`src/rtl/hazard_scoreboard.sv`:
```
// hazard_scoreboard: per-register countdown scoreboard driving ID-stage stall
// for RAW/WAW conflicts against variable-latency producers, plus EX-resolved
// branch flush. Optional `HAZARD_PERF_EN adds stall/flush event counters.
module hazard_scoreboard #(
  parameter int unsigned NUM_REGS = 32,
  parameter int unsigned LAT_W    = 3,
  localparam int unsigned AW      = $clog2(NUM_REGS)
) (
  input  logic                clk,
  input  logic                rst,
  input  logic                id_valid,
  input  logic [AW-1:0]       id_rs1_addr,
  input  logic [AW-1:0]       id_rs2_addr,
  input  logic                id_rs1_used,
  input  logic                id_rs2_used,
  input  logic [AW-1:0]       id_rd_addr,
  input  logic                id_rd_we,
  input  logic [LAT_W-1:0]    id_lat,
  input  logic                ex_pcsrc,
  output logic                stall,
  output logic                flush,
  output logic [NUM_REGS-1:0] pending,
  output logic                busy
`ifdef HAZARD_PERF_EN
  ,
  output logic [31:0]         perf_stall_cycles,
  output logic [31:0]         perf_flush_count
`endif
);

  // x0 is hard-wired zero, so only registers 1..NUM_REGS-1 carry a countdown
  logic [LAT_W-1:0] cnt_q [1:NUM_REGS-1];
  logic [LAT_W-1:0] cnt_d [1:NUM_REGS-1];

  logic rs1_conf;
  logic rs2_conf;
  logic waw_conf;
  logic issue;

  // Pending mask straight from the registered counters
  always_comb begin
    pending = '0;
    for (int unsigned r = 1; r < NUM_REGS; r++) begin
      pending[r] = (cnt_q[r] != '0);
    end
  end

  assign busy = |pending;

  // Conflict detection uses pre-issue state, so an instruction never sees its own write
  always_comb begin
    rs1_conf = id_rs1_used && (id_rs1_addr != '0) && pending[id_rs1_addr];
    rs2_conf = id_rs2_used && (id_rs2_addr != '0) && pending[id_rs2_addr];
    waw_conf = id_rd_we    && (id_rd_addr  != '0) && pending[id_rd_addr];
  end

  // Redirect has priority: a flush cycle never reports stall and never issues
  always_comb begin
    flush = ex_pcsrc;
    stall = id_valid && !flush && (rs1_conf || rs2_conf || waw_conf);
    issue = id_valid && !stall && !flush;
  end

  // Next countdown: load on issue of a slow producer, else count down to zero
  always_comb begin
    for (int unsigned r = 1; r < NUM_REGS; r++) begin
      cnt_d[r] = cnt_q[r];
      if (issue && id_rd_we && (id_rd_addr == AW'(r)) && (id_lat != '0)) begin
        cnt_d[r] = id_lat;
      end else if (cnt_q[r] != '0) begin
        cnt_d[r] = cnt_q[r] - LAT_W'(1);
      end
    end
  end

  // Countdown registers; reset discards every outstanding entry
  always_ff @(posedge clk) begin
    for (int unsigned r = 1; r < NUM_REGS; r++) begin
      if (rst) begin
        cnt_q[r] <= '0;
      end else begin
        cnt_q[r] <= cnt_d[r];
      end
    end
  end

`ifdef HAZARD_PERF_EN
  logic [31:0] perf_stall_q;
  logic [31:0] perf_flush_q;

  // Free-running event counters, wrapping modulo 2^32
  always_ff @(posedge clk) begin
    if (rst) begin
      perf_stall_q <= '0;
      perf_flush_q <= '0;
    end else begin
      if (stall) perf_stall_q <= perf_stall_q + 32'(1);
      if (flush) perf_flush_q <= perf_flush_q + 32'(1);
    end
  end

  assign perf_stall_cycles = perf_stall_q;
  assign perf_flush_count  = perf_flush_q;
`endif

endmodule

```
`config.mk`:
```
export PLATFORM = sky130hd
export DESIGN_NAME = hazard_scoreboard
export DESIGN_NICKNAME = d
export VERILOG_FILES = /design/src/rtl/hazard_scoreboard.sv
export SDC_FILE = /design/constraint.sdc
export NUM_CORES = 1
export LEC_CHECK = 0
export BUFFER_PORTS_ARGS = -buffer_cell sky130_fd_sc_hd__buf_2
export CAP_MARGIN = 20
export CORE_ASPECT_RATIO = 0.9
export CORE_MARGIN = 2
export CORE_UTILIZATION = 55
export DETAILED_ROUTE_END_ITERATION = 10
export PLACE_DENSITY = 0.85
export SLEW_MARGIN = 20
export SYNTH_ARGS = -nofsm -noshare
export SYNTH_HDL_FRONTEND = slang
export SYNTH_SLANG_ARGS = --single-unit
export TNS_END_PERCENT = 20
```
`constraint.sdc`:
```
create_clock -name clk -period 3.96 [get_ports clk]
set_clock_uncertainty 0.1 [all_clocks]
set_input_delay 0.396 -clock clk [delete_from_list [all_inputs] [get_ports clk]]
set_output_delay 0.396 -clock clk [all_outputs]
set_load 0.01 [all_outputs]
```
======== After elaboration in Yosys (flattened, before gate mapping) ========
Memories as Yosys holds them, arrays and structs flattened.
Index checks and enable logic that the tools add are counted.
word-level totals
  flip-flop bits (word level) ............. 0
  memory bits (writable) .................. 93
  input bits .............................. 25
  output and inout port bits .............. 35
  word-level logic and storage cells ...... 312
  memories kept ........................... 1
operators by class
  add/sub/neg operators ................... 31
  order comparisons ....................... 3
  equality and inequality tests ........... 31
  mux-type cells .......................... 102
  bitwise operators ....................... 31
  reduce and logical (&&, ||, !) cells .... 113
memories
  memory  depth  width  rd ports  clocked after Yosys merged registers in  wr ports  line  text
  cnt_q   31     3      31        0                                        31        32    logic [LAT_W-1:0] cnt_q [1:NUM_REGS-1];
operators with widths
  kind                 count
  $mux 3               93
  $reduce_bool 3->1    32
  $sub 3x1->3 const B  31
  $eq 5x5->1 const B   16
  $logic_and 1x1->1    73
  $eq 5x4->1 const B   8
  $or 1x1->1           31
  $reduce_or 31->1     1
  $eq 5x3->1 const B   4
  $lt 5x6->1 const B   3
  $bmux 1 s5           3
  $reduce_bool 5->1    3
  $eq 5x2->1 const B   2
  $mux 1               6
  $eq 5x1->1 const B   1
  $logic_not 1->1      2
  $logic_or 1x1->1     2

======== Logic depth before layout (Yosys ltp) ========
An unclocked memory read counts as a cell.
  word-level depth ........................ 16
  mapped depth ............................ 12
  gate-level depth less buffers ........... 10

======== Least setup slack after synthesis ========
OpenSTA, ideal clock, no wires.
  path type ............................... register to output
  from .................................... register cnt_q[0][66] (netlist name)
  to ...................................... output port stall
  arrival time ............................ 2.470 ns
  data required time ...................... 3.464 ns
  setup slack ............................. 0.994 ns
  stages on the path, launching flop included .. 12
  buffers on the path ..................... 2
  cells stage by stage .................... dfxtp_1 -> inv_1 -> ha_1 -> nor2b_1 -> clkbuf_1 -> mux4_2 -> mux2_2 -> nor3_1 -> a2111oi_4 -> buf_6 -> nand3_1 -> and3b_1
RTL lines
  what           line  text
  end, declared  20    output logic stall,

==> results.yml <==
floorplanning:
  ios: 60
  die_area_um2: 14300
  row_count: 40
  dieWidth_um: 126
  core_area_um2: 13200
  start_util: 0.556
  dieHeight_um: 114
setup_path:
  cp_max_fo: 24
  critPathSlowestCell: "a2111oi_0"
  cp-end-kind: "output pin"
  arrival_ns: 3.34
  path_common_cell: "inv_1"
  r2r_end: "cnt_q[0][20]"
  crit_family: "simple AND/OR/NAND/NOR gates"
  cp_num_buf_inv: 4
  required_ns: 3.46
  path_cells: "inv_1 -> ha_1 -> nor2b_2 -> inv_1 -> a2111oi_0 -> nor3b_1 -> and4b_1 -> a2111oi_4 -> buf_12 -> nand3_1 -> and3b_1 -> buf_2"
  slowest_delay_ns: 0.45
  r2r_setup_slack_ns: 0.47
  reg2reg_depth: 12
  startpoint_type: "flop"
  critPathLaunch: "cnt_q[0][24]"
  reg2reg_from: "cnt_q[0][9]"
  crit_type: "flop to output pin"
sta:
  fmax_mhz: 261
  setup_viol: 0
  rsz0062_at_grt: "false"
  drv_slew: 0
  post-route-period-util: 0.968
  timing.slew.headroom: 0.270
  worst_pin_slew_ns: 1.09
  hold_viol_final: 0
  final.min_clock_period_ns: 3.83
  setup_tns_ns: 0
route:
  num_vias: 6532
  drc_errors: 0
  dr.pass1.iters: 7
  viasPerCell: 6.04
  antenna_left: 0
  dr.first_iter.drc_count: 671
  wl_per_cell_um: 18.7
  routed_wl_um: 20200
grt:
  grt.busiest_layer: "met2"
  grt_pass1_vias: 6155
  grt_usage: 0.282
  grt_use_met3: 0.0750
  grt.met2_usage: 0.461
  grt_pass1_wl_um: 31900
  grt_antenna_before_repair: 0
  grt-ovfl-total: 0
  met1_usage: 0.361
  grt_max_degree: 49
power:
  seq_power_share: 0.236
  peakVddDrop_uv: 431
  p_leak_nw: 4.11
  switching_share: 0.439
  power.density_nw_per_um2: 830
  intPower_w: 0.00378
  combPwrFrac: 0.619
  power_w: 0.00675
  pwr-share-clk: 0.145
  p_switching_w: 0.00296
clock_tree:
  cts_buffers: 9
  clock_latency_ns: 0.36
  hold_buffers: 0
  clock_path_buffers: 2
  cts_max_level: 3
  cts_tree: "yes"
  clkTransAtPathRegs_ns: 0.07
  root_buffer: "clkbuf_16"
  cts.sinks: 93
cells_and_area:
  syn2layout_area_growth_pct: 10.6
  largest_reg_flops: 93
  fill_cells: 1101
  layout-drive-gt1-share: 0.181
  multi_input_area_um2: 4850
  top_regs: "cnt_q: 93 flops"
  finish.instance_area_um2: 8130
  final_core_util: 0.615
  antennaDiodeCount: 0
  nets: 995
  largest-register: "cnt_q"
  seqCellArea_um2: 1860
flow_run:
  maxCapViolCount: 0
place:
  io_buffer_count: 58
  gp_congestion: 0.952
  placed_area_um2: 7760
  dp.final_hpwl_um: 14700
logic_synthesis:
  synth_seq_cells: 93
  async_flop_share: 0
  synthCells: 874
  synth_fp_nets: 961
  yosysUniqueCellTypes: 64
  yosysWarnings: 0
  syn-mean-instance-area_um2: 8.41
  synth_edf_count: 0
  synth_ff_type: "dfxtp_1"
  synth_area_um2: 7350
  seq_area_frac_synth: 0.253
hold_path:
  hp-start: "id_rd_addr[4]"
  hold_class: "input port to flop"
  holdPathEnd: "cnt_q[0][92]"
  whs_path_depth: 3
outcome:
  status: "complete, no violations"
[power groups by stage]
| stage | Combinational, W | Clock [W] | Sequential (W) |
|---|---|---|---|
| CTS | 0.00411 | 0.000977 | 0.00158 |
| detailed placement | 0.00407 | 0 | 0.00160 |
| floorplan | 0.00304 | 0 | 0.00154 |
| global route | 0.00461 | 0.00102 | 0.00164 |
| finish | 0.00418 | 0.000976 | 0.00159 |
| global placement | 0.00391 | 0 | 0.00158 |
[Yosys cell counts, drive strengths merged (2+ instances only)]
cell / instances / share of area
a22oi: 2 / 0.0020
xnor2: 30 / 0.036
a21boi: 2 / 0.0020
mux2i: 73 / 0.099
mux4: 16 / 0.049
and3: 3 / 0.0026
nand3b: 2 / 0.0020
and2: 2 / 0.0017
a211o: 4 / 0.0048
or3: 2 / 0.0017
o22ai: 3 / 0.0026
o32ai: 5 / 0.0060
o21ai: 2 / 0.0014
nor4: 3 / 0.0026
nand2b: 6 / 0.0051
nor2b: 33 / 0.028
and2b: 2 / 0.0020
a211oi: 6 / 0.0061
mux2: 29 / 0.048
inv: 96 / 0.049
and4: 2 / 0.0024
clkbuf: 39 / 0.020
nor2: 146 / 0.075
nor3: 5 / 0.0034
and4b: 4 / 0.0054
a2111oi: 2 / 0.0049
nand2: 60 / 0.031
buf: 24 / 0.021
o211ai: 14 / 0.015
nand3: 7 / 0.0054
a21oi: 15 / 0.010
dfxtp: 93 / 0.25
nand4: 37 / 0.049
ha: 62 / 0.11
nor3b: 3 / 0.0031
a21o: 24 / 0.025
[worst min-delay path, delay by kind of cell]
family	cells	cell delay, ns
buffers and inverters	1	0.16
AND/OR/NAND/NOR	1	0.15
AO/OA/AOI/OAI	1	0.09
[worst max-delay path by stage]
stage / end / slack [ns] / depth (start not counted)
2_1_floorplan: stall / 0.99 / 11
3_3_place_gp: stall / 0.54 / 11
3_5_place_dp: stall / 0.39 / 11
4_1_cts: stall / 0.01 / 11
5_1_grt: stall / 0.002 / 12
6_report: stall / 0.13 / 12
[kinds of logic after synthesis]
| family | count (synthesis) | share of synthesized area |
|---|---|---|
| AO/OA/AOI/OAI | 89 | 0.0916 |
| buffers and inverters | 159 | 0.0906 |
| XOR/XNOR | 30 | 0.0358 |
| AND/OR/NAND/NOR | 322 | 0.226 |
| adder cells (fa/ha/maj) | 62 | 0.106 |
| other | 1 | 0.000510 |
| flip-flops | 93 | 0.253 |
| multiplexers | 118 | 0.196 |
[per-layer routing]
metal / share of wire / vias to the layer above
li1: - / 3012
met1: 0.40 / 3047
met2: 0.45 / 385
met3: 0.11 / 88
met4: 0.042 / 0
met5: 0 / -
[placed cells by master (no fill, tap or decap), types with 4 or more instances in the layout]
cell	Yosys	routed
o32ai_1	5	5
nand3_1	6	6
mux2_1	16	16
a211o_1	4	4
nor2_1	145	145
nand4_2	20	20
a211oi_1	6	6
nand2b_1	6	6
mux2_2	6	6
ha_1	62	62
and4b_1	4	4
nor2b_2	1	9
buf_2	12	58
nor2b_1	32	24
mux2i_1	73	73
buf_4	8	27
xnor2_1	30	30
inv_1	96	96
a21o_1	24	24
nor3_1	5	5
a21oi_1	15	15
nand4_1	17	17
o211ai_1	13	13
nand2_1	60	60
mux2_4	7	7
clkbuf_16	0	9
mux4_2	16	16
dfxtp_1	93	93
[cell type report]
class | count | area share
inverters | 96 | 0.0443
multi-input cells | 622 | 0.597
clock buffers | 10 | 0.0294
clock inverters | 6 | 0.0117
well taps | 168 | 0.0259
repair buffers | 86 | 0.0631
flip-flops and latches | 93 | 0.229
[what timing repair did]
| item | CTS | global route |
|---|---|---|
| setup endpoints to repair | 0 | 1 |
| hold endpoints to repair | 0 | 0 |
| gates resized for setup | 0 | 7 |
| buffers inserted | 0 | 3 |
[per-stage QoR]
step / setup slack [ns] / std cells / hold WS, ns
after floorplan: 0.994 / 874 / 0.426
after detailed placement: 0.394 / 1062 / 0.465
after global routing: 0.00237 / 1081 / 0.405
final: 0.126 / 1081 / 0.402
after CTS: 0.0103 / 1078 / 0.382
after global placement: 0.539 / 1062 / 0.450
No activity file was read; power rests on OpenSTA's default activity.
